===== config.mk =====
export PLATFORM = sky130hd
export DESIGN_NAME = sample_port_arbiter_flat
export DESIGN_NICKNAME = d
export VERILOG_FILES = /design/src/rtl/sample_port_arbiter_if.sv /design/src/rtl/sample_port_arbiter.sv /design/src/flat_wrapper.sv
export SDC_FILE = /design/constraint.sdc
export NUM_CORES = 1
export LEC_CHECK = 0
export ABC_AREA = 1
export BUFFER_PORTS_ARGS = -buffer_cell sky130_fd_sc_hd__buf_2
export CORE_MARGIN = 5
export CORE_UTILIZATION = 39
export DETAILED_ROUTE_END_ITERATION = 10
export PLACE_DENSITY_LB_ADDON = 0.12
export SLEW_MARGIN = 20
export SYNTH_ARGS = -nofsm -noshare
export SYNTH_HDL_FRONTEND = slang
export SYNTH_SLANG_ARGS = --single-unit

===== constraint.sdc =====
create_clock -name clock -period 1.85 [get_ports clock]
set_input_delay 0.37 -clock clock [delete_from_list [all_inputs] [get_ports clock]]
set_output_delay 0.37 -clock clock [all_outputs]
set_load 0.02 [all_outputs]

===== src/rtl/sample_port_arbiter_if.sv =====
// Shared-sample-memory port bundle: four voice requesters, the memory read port and the return path.
interface sample_port_arbiter_if #(
  parameter int unsigned ADDR_W = 15,
  parameter int unsigned DATA_W = 16
);
  logic [3:0]          req;
  logic [4*ADDR_W-1:0] reqAddr;
  logic [3:0]          gnt;
  logic                memRden;
  logic [ADDR_W-1:0]   memAddr;
  logic [DATA_W-1:0]   memData;
  logic [DATA_W-1:0]   rdata;
  logic [3:0]          rvalid;

  // Master: voices plus memory model; slave: the arbiter
  modport master (
    output req, reqAddr, memData,
    input  gnt, memRden, memAddr, rdata, rvalid
  );

  modport slave (
    input  req, reqAddr, memData,
    output gnt, memRden, memAddr, rdata, rvalid
  );
endinterface


===== src/rtl/sample_port_arbiter.sv =====
// Four-voice round-robin arbiter for one shared sample-memory read port, with a tag pipeline routing returns.
// Optional macro PRIORITY_BTN_EN: voice 0 gets fixed top priority, round-robin among voices 1..3.
module sample_port_arbiter #(
  parameter int unsigned ADDR_W  = 15,
  parameter int unsigned DATA_W  = 16,
  parameter int unsigned MEM_LAT = 2
) (
  input logic                  clock,
  input logic                  reset,
  sample_port_arbiter_if.slave bus
);

`ifdef PRIORITY_BTN_EN
  localparam logic [1:0] PTR_RST = 2'd1;
`else
  localparam logic [1:0] PTR_RST = 2'd0;
`endif

  logic [1:0]         ptr;
  logic [1:0]         ptr_nxt;
  logic [1:0]         win;
  logic               win_vld;
  logic [1:0]         cand;
  logic [ADDR_W-1:0]  addr_q;
  logic [ADDR_W-1:0]  addr_win;
  logic [1:0]         tag_q [MEM_LAT];
  logic [MEM_LAT-1:0] vld_q;
  logic [3:0]         ret_vec;
`ifdef PRIORITY_BTN_EN
  logic [2:0]         span;
`endif

  // Pick the first requesting voice starting from ptr
  always_comb begin : arbitrate
    win     = 2'd0;
    win_vld = 1'b0;
    cand    = 2'd0;
`ifdef PRIORITY_BTN_EN
    span    = 3'd0;
    if (bus.req[0]) begin
      win_vld = 1'b1;
    end else begin
      for (int unsigned k = 0; k < 3; k++) begin
        // ptr lives in 1..3, so the search wraps 3 -> 1
        span = 3'(ptr) + 3'(k);
        if (span > 3'd3) span = span - 3'd3;
        cand = span[1:0];
        if (!win_vld && bus.req[cand]) begin
          win     = cand;
          win_vld = 1'b1;
        end
      end
    end
`else
    for (int unsigned k = 0; k < 4; k++) begin
      cand = ptr + 2'(k);
      if (!win_vld && bus.req[cand]) begin
        win     = cand;
        win_vld = 1'b1;
      end
    end
`endif
    if (reset) win_vld = 1'b0;
  end

  // Pointer advance past the winner
  always_comb begin : next_ptr
    ptr_nxt = ptr;
    if (win_vld) begin
`ifdef PRIORITY_BTN_EN
      if (win != 2'd0) ptr_nxt = (win == 2'd3) ? 2'd1 : win + 2'd1;
`else
      ptr_nxt = win + 2'd1;
`endif
    end
  end

  assign addr_win = bus.reqAddr[32'(win)*ADDR_W +: ADDR_W];
  assign ret_vec  = 4'b0001 << tag_q[MEM_LAT-1];

  always_comb begin : drive_outputs
    bus.gnt     = win_vld ? (4'b0001 << win) : 4'b0000;
    bus.memRden = win_vld;
    bus.memAddr = reset ? '0 : (win_vld ? addr_win : addr_q);
    bus.rvalid  = (vld_q[MEM_LAT-1] && !reset) ? ret_vec : 4'b0000;
    bus.rdata   = (|bus.rvalid) ? bus.memData : '0;
  end

  always_ff @(posedge clock) begin : ctrl_regs
    if (reset) begin
      ptr    <= PTR_RST;
      addr_q <= '0;
      vld_q  <= '0;
    end else begin
      ptr      <= ptr_nxt;
      vld_q[0] <= win_vld;
      for (int unsigned i = 1; i < MEM_LAT; i++) vld_q[i] <= vld_q[i-1];
      if (win_vld) addr_q <= addr_win;
    end
  end

  // Tags need no reset: the valid bits qualify them
  always_ff @(posedge clock) begin : tag_regs
    tag_q[0] <= win;
    for (int unsigned i = 1; i < MEM_LAT; i++) tag_q[i] <= tag_q[i-1];
  end

endmodule


===== src/flat_wrapper.sv =====
// flat-port wrapper written by rule: the top's interface ports become plain ports
module sample_port_arbiter_flat 
#(
  parameter int unsigned ADDR_W  = 15,
  parameter int unsigned DATA_W  = 16,
  parameter int unsigned MEM_LAT = 2
)
  (clock, reset, bus_req, bus_reqAddr, bus_memData, bus_gnt, bus_memRden, bus_memAddr, bus_rdata, bus_rvalid);
  sample_port_arbiter_if #(.ADDR_W(ADDR_W), .DATA_W(DATA_W)) bus_i ();
  input logic clock;
  input logic reset;
  input wire logic [$bits(bus_i.req)-1:0] bus_req;
  input wire logic [$bits(bus_i.reqAddr)-1:0] bus_reqAddr;
  input wire logic [$bits(bus_i.memData)-1:0] bus_memData;
  output wire logic [$bits(bus_i.gnt)-1:0] bus_gnt;
  output wire logic [$bits(bus_i.memRden)-1:0] bus_memRden;
  output wire logic [$bits(bus_i.memAddr)-1:0] bus_memAddr;
  output wire logic [$bits(bus_i.rdata)-1:0] bus_rdata;
  output wire logic [$bits(bus_i.rvalid)-1:0] bus_rvalid;
  assign bus_i.req = bus_req;
  assign bus_i.reqAddr = bus_reqAddr;
  assign bus_i.memData = bus_memData;
  assign bus_gnt = bus_i.gnt;
  assign bus_memRden = bus_i.memRden;
  assign bus_memAddr = bus_i.memAddr;
  assign bus_rdata = bus_i.rdata;
  assign bus_rvalid = bus_i.rvalid;
  sample_port_arbiter #(.ADDR_W(ADDR_W), .DATA_W(DATA_W), .MEM_LAT(MEM_LAT)) u_core (.clock(clock), .reset(reset), .bus(bus_i));
endmodule

* Word-level counts from Yosys, hierarchy flattened
Memories as Yosys holds them, arrays and structs flattened.
Cells that the tools add are included.
** Cells by class
- Add/sub/neg operators :: 4
- Multipliers :: 1
- Magnitude comparators :: 4
- Shift-type cells :: 3
- Mux-type cells :: 22
- Reductions and logical operators :: 9
** Operators with widths (count)
- 60-bit by 7-bit indexed part select with 15-bit output :: 1
- 15-bit two-way mux :: 2
- 16-bit two-way mux :: 1
- 2-bit by 3-bit < comparator with 1-bit output, second input constant :: 4
- 1-bit two-way mux :: 9
- 1-bit binary-select mux with 2-bit select :: 4
- 2-bit two-way mux :: 4
- 4-bit two-way mux :: 2
- 1-bit by 2-bit << shifter with 4-bit output, first input constant :: 2
- 2-bit by 4-bit multiplier with 6-bit output, second input constant :: 1
- 2-bit by 1-bit adder with 2-bit output, second input constant :: 2
- 2-bit adder, second input constant :: 2
- 1-bit logical AND :: 4
- 1-bit zero test :: 4
- 4-bit OR reduction :: 1
** Storage, ports and cells
- Flip-flop bits (word level) :: 19
- RAM bits :: 4
- Input bits :: 82
- Output and inout port bits :: 40
- Logic and storage cells :: 47
- Memories :: 1
** Memory list
- u_core.tag_q :: depth 2, bits a word 2, read ports 2, clocked after memory_dff 0, write ports 2, RTL line sample_port_arbiter.sv:26 : logic [1:0] tag_q [MEM_LAT];

* Longest topological paths before layout
- Word-level depth :: 16
- Depth in mapped cells :: 15

* Worst setup path after synthesis
OpenSTA, ideal clock, no wires.
- Path kind :: register -> output
- Start :: register u_core.ptr[0]
- End :: output bus_gnt[3]
- Arrival :: 1.846 ns
- Required time :: 1.480 ns
- Path slack :: -0.366 ns
- Cell stages (with the launch flop) :: 16
- Path through :: dfxtp_1 buf_6 inv_8 nand2_1 nand2_2 nand2_2 nand2_2 nor2_8 nand3_1 nand3_2 nand2_4 inv_2 buf_8 ha_1 inv_1 nor2_1
** On the way
- Longest elaborated chain between the ends :: 14
- Elaborated cells on any way between the ends :: 28
- Those cells by class :: add/sub: 3; shift: 1; mux: 18; reduce/logical: 6
** RTL lines
- from (decl) :: RTL line sample_port_arbiter.sv:19 : logic [1:0] ptr;
- from (signal assigned) :: RTL line sample_port_arbiter.sv:95 : ptr <= ptr_nxt;
- branches (longest 11 deep; another with 2-bit by 1-bit adder with 2-bit output)
- 2-bit two-way mux * :: RTL line sample_port_arbiter.sv:57 : if (!win_vld && bus.req[cand]) begin
- named net u_core.win[1] :: RTL line sample_port_arbiter.sv:21 : logic [1:0] win;
- 1-bit by 2-bit << shifter with 4-bit output * :: RTL line sample_port_arbiter.sv:82 : bus.gnt = win_vld ? (4'b0001 << win) : 4'b0000;
- 4-bit two-way mux * :: RTL line sample_port_arbiter.sv:82
- to (decl) :: RTL line flat_wrapper.sv:15 : output wire logic [$bits(bus_i.gnt)-1:0] bus_gnt;
Mark *: on every way through the listed nets, which the timed path passes. The select of a mux whose other input is x is not followed.

* Worst setup path in the final report
- Start :: register u_core.ptr[0]
- End :: output bus_memAddr[13]
** On the way
- Longest elaborated chain between the ends :: 16
- Elaborated cells on any way between the ends :: 30
- Those cells by class :: add/sub: 3; mul: 1; shift: 1; mux: 19; reduce/logical: 6
** RTL lines
- branches (longest 14 deep; another with 2-bit by 4-bit multiplier with 6-bit output)
- 15-bit two-way mux * (2 in a row) :: RTL line sample_port_arbiter.sv:84 : bus.memAddr = reset ? '0 : (win_vld ? addr_win : addr_q);
- to (decl) :: RTL line flat_wrapper.sv:17 : output wire logic [$bits(bus_i.memAddr)-1:0] bus_memAddr;
Mark *: on every way between the ends. The select of a mux whose other input is x is not followed.

==> flow_results.org <==
** Clock tree
- In this run the number of H-tree levels came out at 1.
- The longest clock path from root to sink contains 2 buffers.
- TritonCTS built the clock tree.
- Worst skew pair latency :: about 0.27 ns
- Total CTS buffers :: 3
- Clock transition at the register clock pins on the worst setup and hold paths after CTS :: around 0.09 ns
- The cell sitting at the root of the clock tree is a clkbuf_8.
- Sinks on the clock net :: 23

** GRT
- First-pass GRT wire length :: between 10 and 15 mm
- Global routing finished with a remaining overflow of 0.
- Pin count of the biggest net entering global routing :: 25
- Overall global routing resource usage :: approximately 22%
- Number of antenna violations at the first check in global routing :: 0
- Via count of the first global-routing pass :: around 2600

** STA
- The number of hold violations in the final report came to 0.
- Total negative slack :: -12.57 ns
- Period minus WS final :: 2.54 ns
- After layout, the worst path uses 137% of the clock period.
- Max-slew headroom at the worst pin :: between 80 and 90%
- Least setup slack across all paths after layout :: -0.687 ns
- Setup repair after global routing missed its margin :: true
- Static timing analysis puts the maximum clock frequency at approximately 400 MHz.
- For the pin with the worst max-slew slack, the measured transition is 0.269 ns.
- Final setup viols :: 22
- The total count of max-transition violations in the final report was 0.
- The clock arrives with 0.00456 ns of skew.

** Floorplan
- Vert. Die Dim :: 80.1 µm
- After floorplanning, the core was sized to cover around 4800 µm².
- Floorplan row count :: 25
- Measured along the x axis, the die boundary spans between 80 and 90 µm.
- The die covers 6420 µm².
- Pin placement for this block handled 122 I/O pins.
- The initial utilization of the core area, before any placement, comes to between 40 and 50%.

** Routing
- Summed over all layers, the routed wires come to about 7.2 mm.
- After detailed routing, the average wire length per cell comes to between 10 and 15 µm.
- Number of iterations in the first detailed-routing pass :: 4
- Remaining routing DRC violations :: 0
- Starting DRC count in detailed routing :: between 100 and 150
- After detailed routing, the number of vias per cell comes to approximately 5.0.
- Antenna-violating nets left :: 0
- Vias :: 2577

** Cells and area
- Fill cells in the final layout number approximately 370.
- The number of antenna diodes in the final layout is 0.
- The final layout contains between 500 and 600 nets.
- Post-synthesis to final-layout area growth :: 89.1%
- In the final layout, the share of cells above drive strength 1 is between 60 and 70%.

** Run
- Max cap viols :: 0

** Synthesis
- In this run, distinct cell masters in the synthesized netlist total 26.
- Post-Synthesis Net Count :: between 300 and 400
- Netlist Area Pre-Place :: between 1500 and 2000 µm²
- Share of synthesized area occupied by flip-flops and latches :: about 24%
- After technology mapping, the gate count stands at 300.
- Number of warnings issued by yosys :: 0
- The average instance in the mapped netlist occupies 6.39 µm².
- Largest area contributor in the netlist :: dfxtp_1
- Synthesized flop and latch total :: 23
- The share of synthesized area in the top cell type comes to around a quarter.
- In the post-synthesis netlist, the biggest area contributors are dfxtp_1 24%, nand2_1 16%, nand3_1 9.9%, nand4_1 7.8%, inv_1 6.7%.

** Power
- Power spread over the standard cell area amounts to 2050 nW/µm².
- IR analysis of the VDD net gives a maximum drop of between 0.001 and 0.0015 V.
- The design draws between 7 and 8 mW.
- Summed over all cells, the static leakage comes to around 1.9 nW.

** Placed design
- Final weighted congestion in routability-driven placement :: roughly 0.87
- Port buffering added 121 buffers.
- Detailed-placement wirelength estimate :: slightly below 5 mm

** Run status
- The final reports fail on negative setup slack.
- The run finished, with violations left.

** Setup path
- Biggest fanout along the worst timing path :: 8
- Required arrival time at the worst endpoint :: 1.48 ns
- The worst register-to-register path has a setup slack of -0.14 ns.
- The critical path is of the reg2out type.
- Kind of start point of the critical path :: register
- Worst path arrival time :: around 2.2 ns
- The worst setup path is captured at an output port.

** Min path
- Hold WC Path Type :: in2reg
==> cells in the mapped netlist <==
| cell | count |
|---|---|
| nand3_2 | 12 |
| nand4_1 | 24 |
| nand2_2 | 5 |
| buf_8 | 2 |
| nand2_1 | 84 |
| clkbuf_1 | 3 |
| nand3_4 | 2 |
| nand2_4 | 2 |
| inv_1 | 34 |
| inv_2 | 4 |
| buf_4 | 1 |
| clkbuf_8 | 3 |
| nor2_8 | 1 |
| buf_2 | 5 |
| dlygate4sd3_1 | 1 |
| nor3_1 | 4 |
| a211oi_1 | 1 |
| buf_6 | 2 |
| nand3_1 | 38 |
| ha_1 | 4 |
| a21oi_1 | 10 |
| nor2_1 | 22 |
| nor2_2 | 1 |
| o21ai_0 | 11 |
| dfxtp_1 | 23 |
| inv_8 | 1 |
==> area by class of cell <==
class,instances,area [µm²],area share (%)
Multi-Input combinational cell,221,1590,43.8
Timing Repair Buffer,157,1230,33.9
Sequential cell,23,465,12.8
Inverter,39,184,5.07
Tap cell,67,83.8,2.31
Clock buffer,3,41.3,1.14
Timing Repair inverter,2,27.5,0.759
Clock inverter,1,5.00,0.138
==> worst paths after layout <==
check,from,to,cells after the start
worst min-delay path,reset,u_core.ptr[0],2
worst max register to register,u_core.ptr[0],u_core.ptr[1],14
worst min register to register,u_core.tag_q[0][0],u_core.tag_q[0][2],0
worst max-delay path,u_core.ptr[0],bus_memAddr[13],14
==> repair_timing <==
item                       CTS  global route
gates cloned                 4             2
resized for setup          111            15
pin swaps                   16             9
hold buffers                 0             0
setup endpoints to repair   36            57
buffers inserted             5             1
==> where the power goes <==
part / switching [mW] / leakage, nW / internal (mW)
clock: 0.180 / 0.0255 / 0.151
combinational: 3.46 / 1.66 / 2.82
sequential: 0.108 / 0.193 / 0.716
total: 3.75 / 1.88 / 3.69
==> worst max-delay path: stages (launching register included) <==
cell and delay, ns:
dfxtp_4 0.39, buf_6 0.14, nand2_2 0.06, nand2_2 0.07, nand2_2 0.09, nand2_4 0.07, nor2_8 0.13, nand3_4 0.11
buf_12 0.17, buf_16 0.13, nand4_1 0.13, nand3_2 0.11, nand2_2 0.10, a21oi_4 0.06, buf_6 0.13
==> per-stage QoR <==
| step | area [µm²] | instances | hold slack, ns | setup slack [ns] | util (%) |
|---|---|---|---|---|---|
| floorplan | 2150 | 300 | 0.310 | -0.181 | - |
| global placement | 2970 | 497 | 0.312 | -0.467 | 62.5 |
| detailed placement | 2970 | 497 | 0.312 | -0.506 | 62.5 |
| CTS | 3500 | 510 | 0.286 | -0.667 | 73.6 |
| global route | 3630 | 513 | 0.313 | -0.816 | 76.3 |
| finish | 3630 | 513 | 0.323 | -0.687 | 76.3 |
==> cells by family (layout without fill, tap and decap cells) <==
| logic type | count (synthesis) | in the layout | share of synthesized area, % |
|---|---|---|---|
| AND/OR/NAND/NOR | 195 | 195 | 51.8 |
| buffers and inverters | 56 | 202 | 15.7 |
| flip-flops | 23 | 23 | 24.0 |
| AO/OA/AOI/OAI | 22 | 22 | 5.87 |
| adder cells (fa/ha/maj) | 4 | 4 | 2.61 |
==> metal layers <==
metal,global-route usage (%),up-vias,share of wire (%),wire [µm]
li1,-,1276,-,-
met1,25.9,1162,37,2650
met2,38.7,123,51,3640
met3,5.27,16,10,714
met4,8.28,0,2.1,152
met5,0,-,0,0
==> registers in the layout, indices dropped and copies added, names as in the netlist <==
register / flops
u_core.addr_q: 15
u_core.ptr: 2
u_core.tag_q: 4
u_core.vld_q: 2
==> layout by cell type, fill, tap and decap left out, types with 4 or more instances in the layout <==
master and n:
a21oi_4 9, buf_12 10, buf_2 102, buf_4 18, buf_6 21, dfxtp_1 21
ha_4 4, inv_1 26, inv_2 8, nand2_1 55, nand2_2 32, nand3_1 16
nand3_2 32, nand3_4 4, nand4_1 24, nor2_1 18, nor2_4 5, nor3_1 4
o21ai_2 7
No activity file was read; power rests on OpenSTA's default activity.
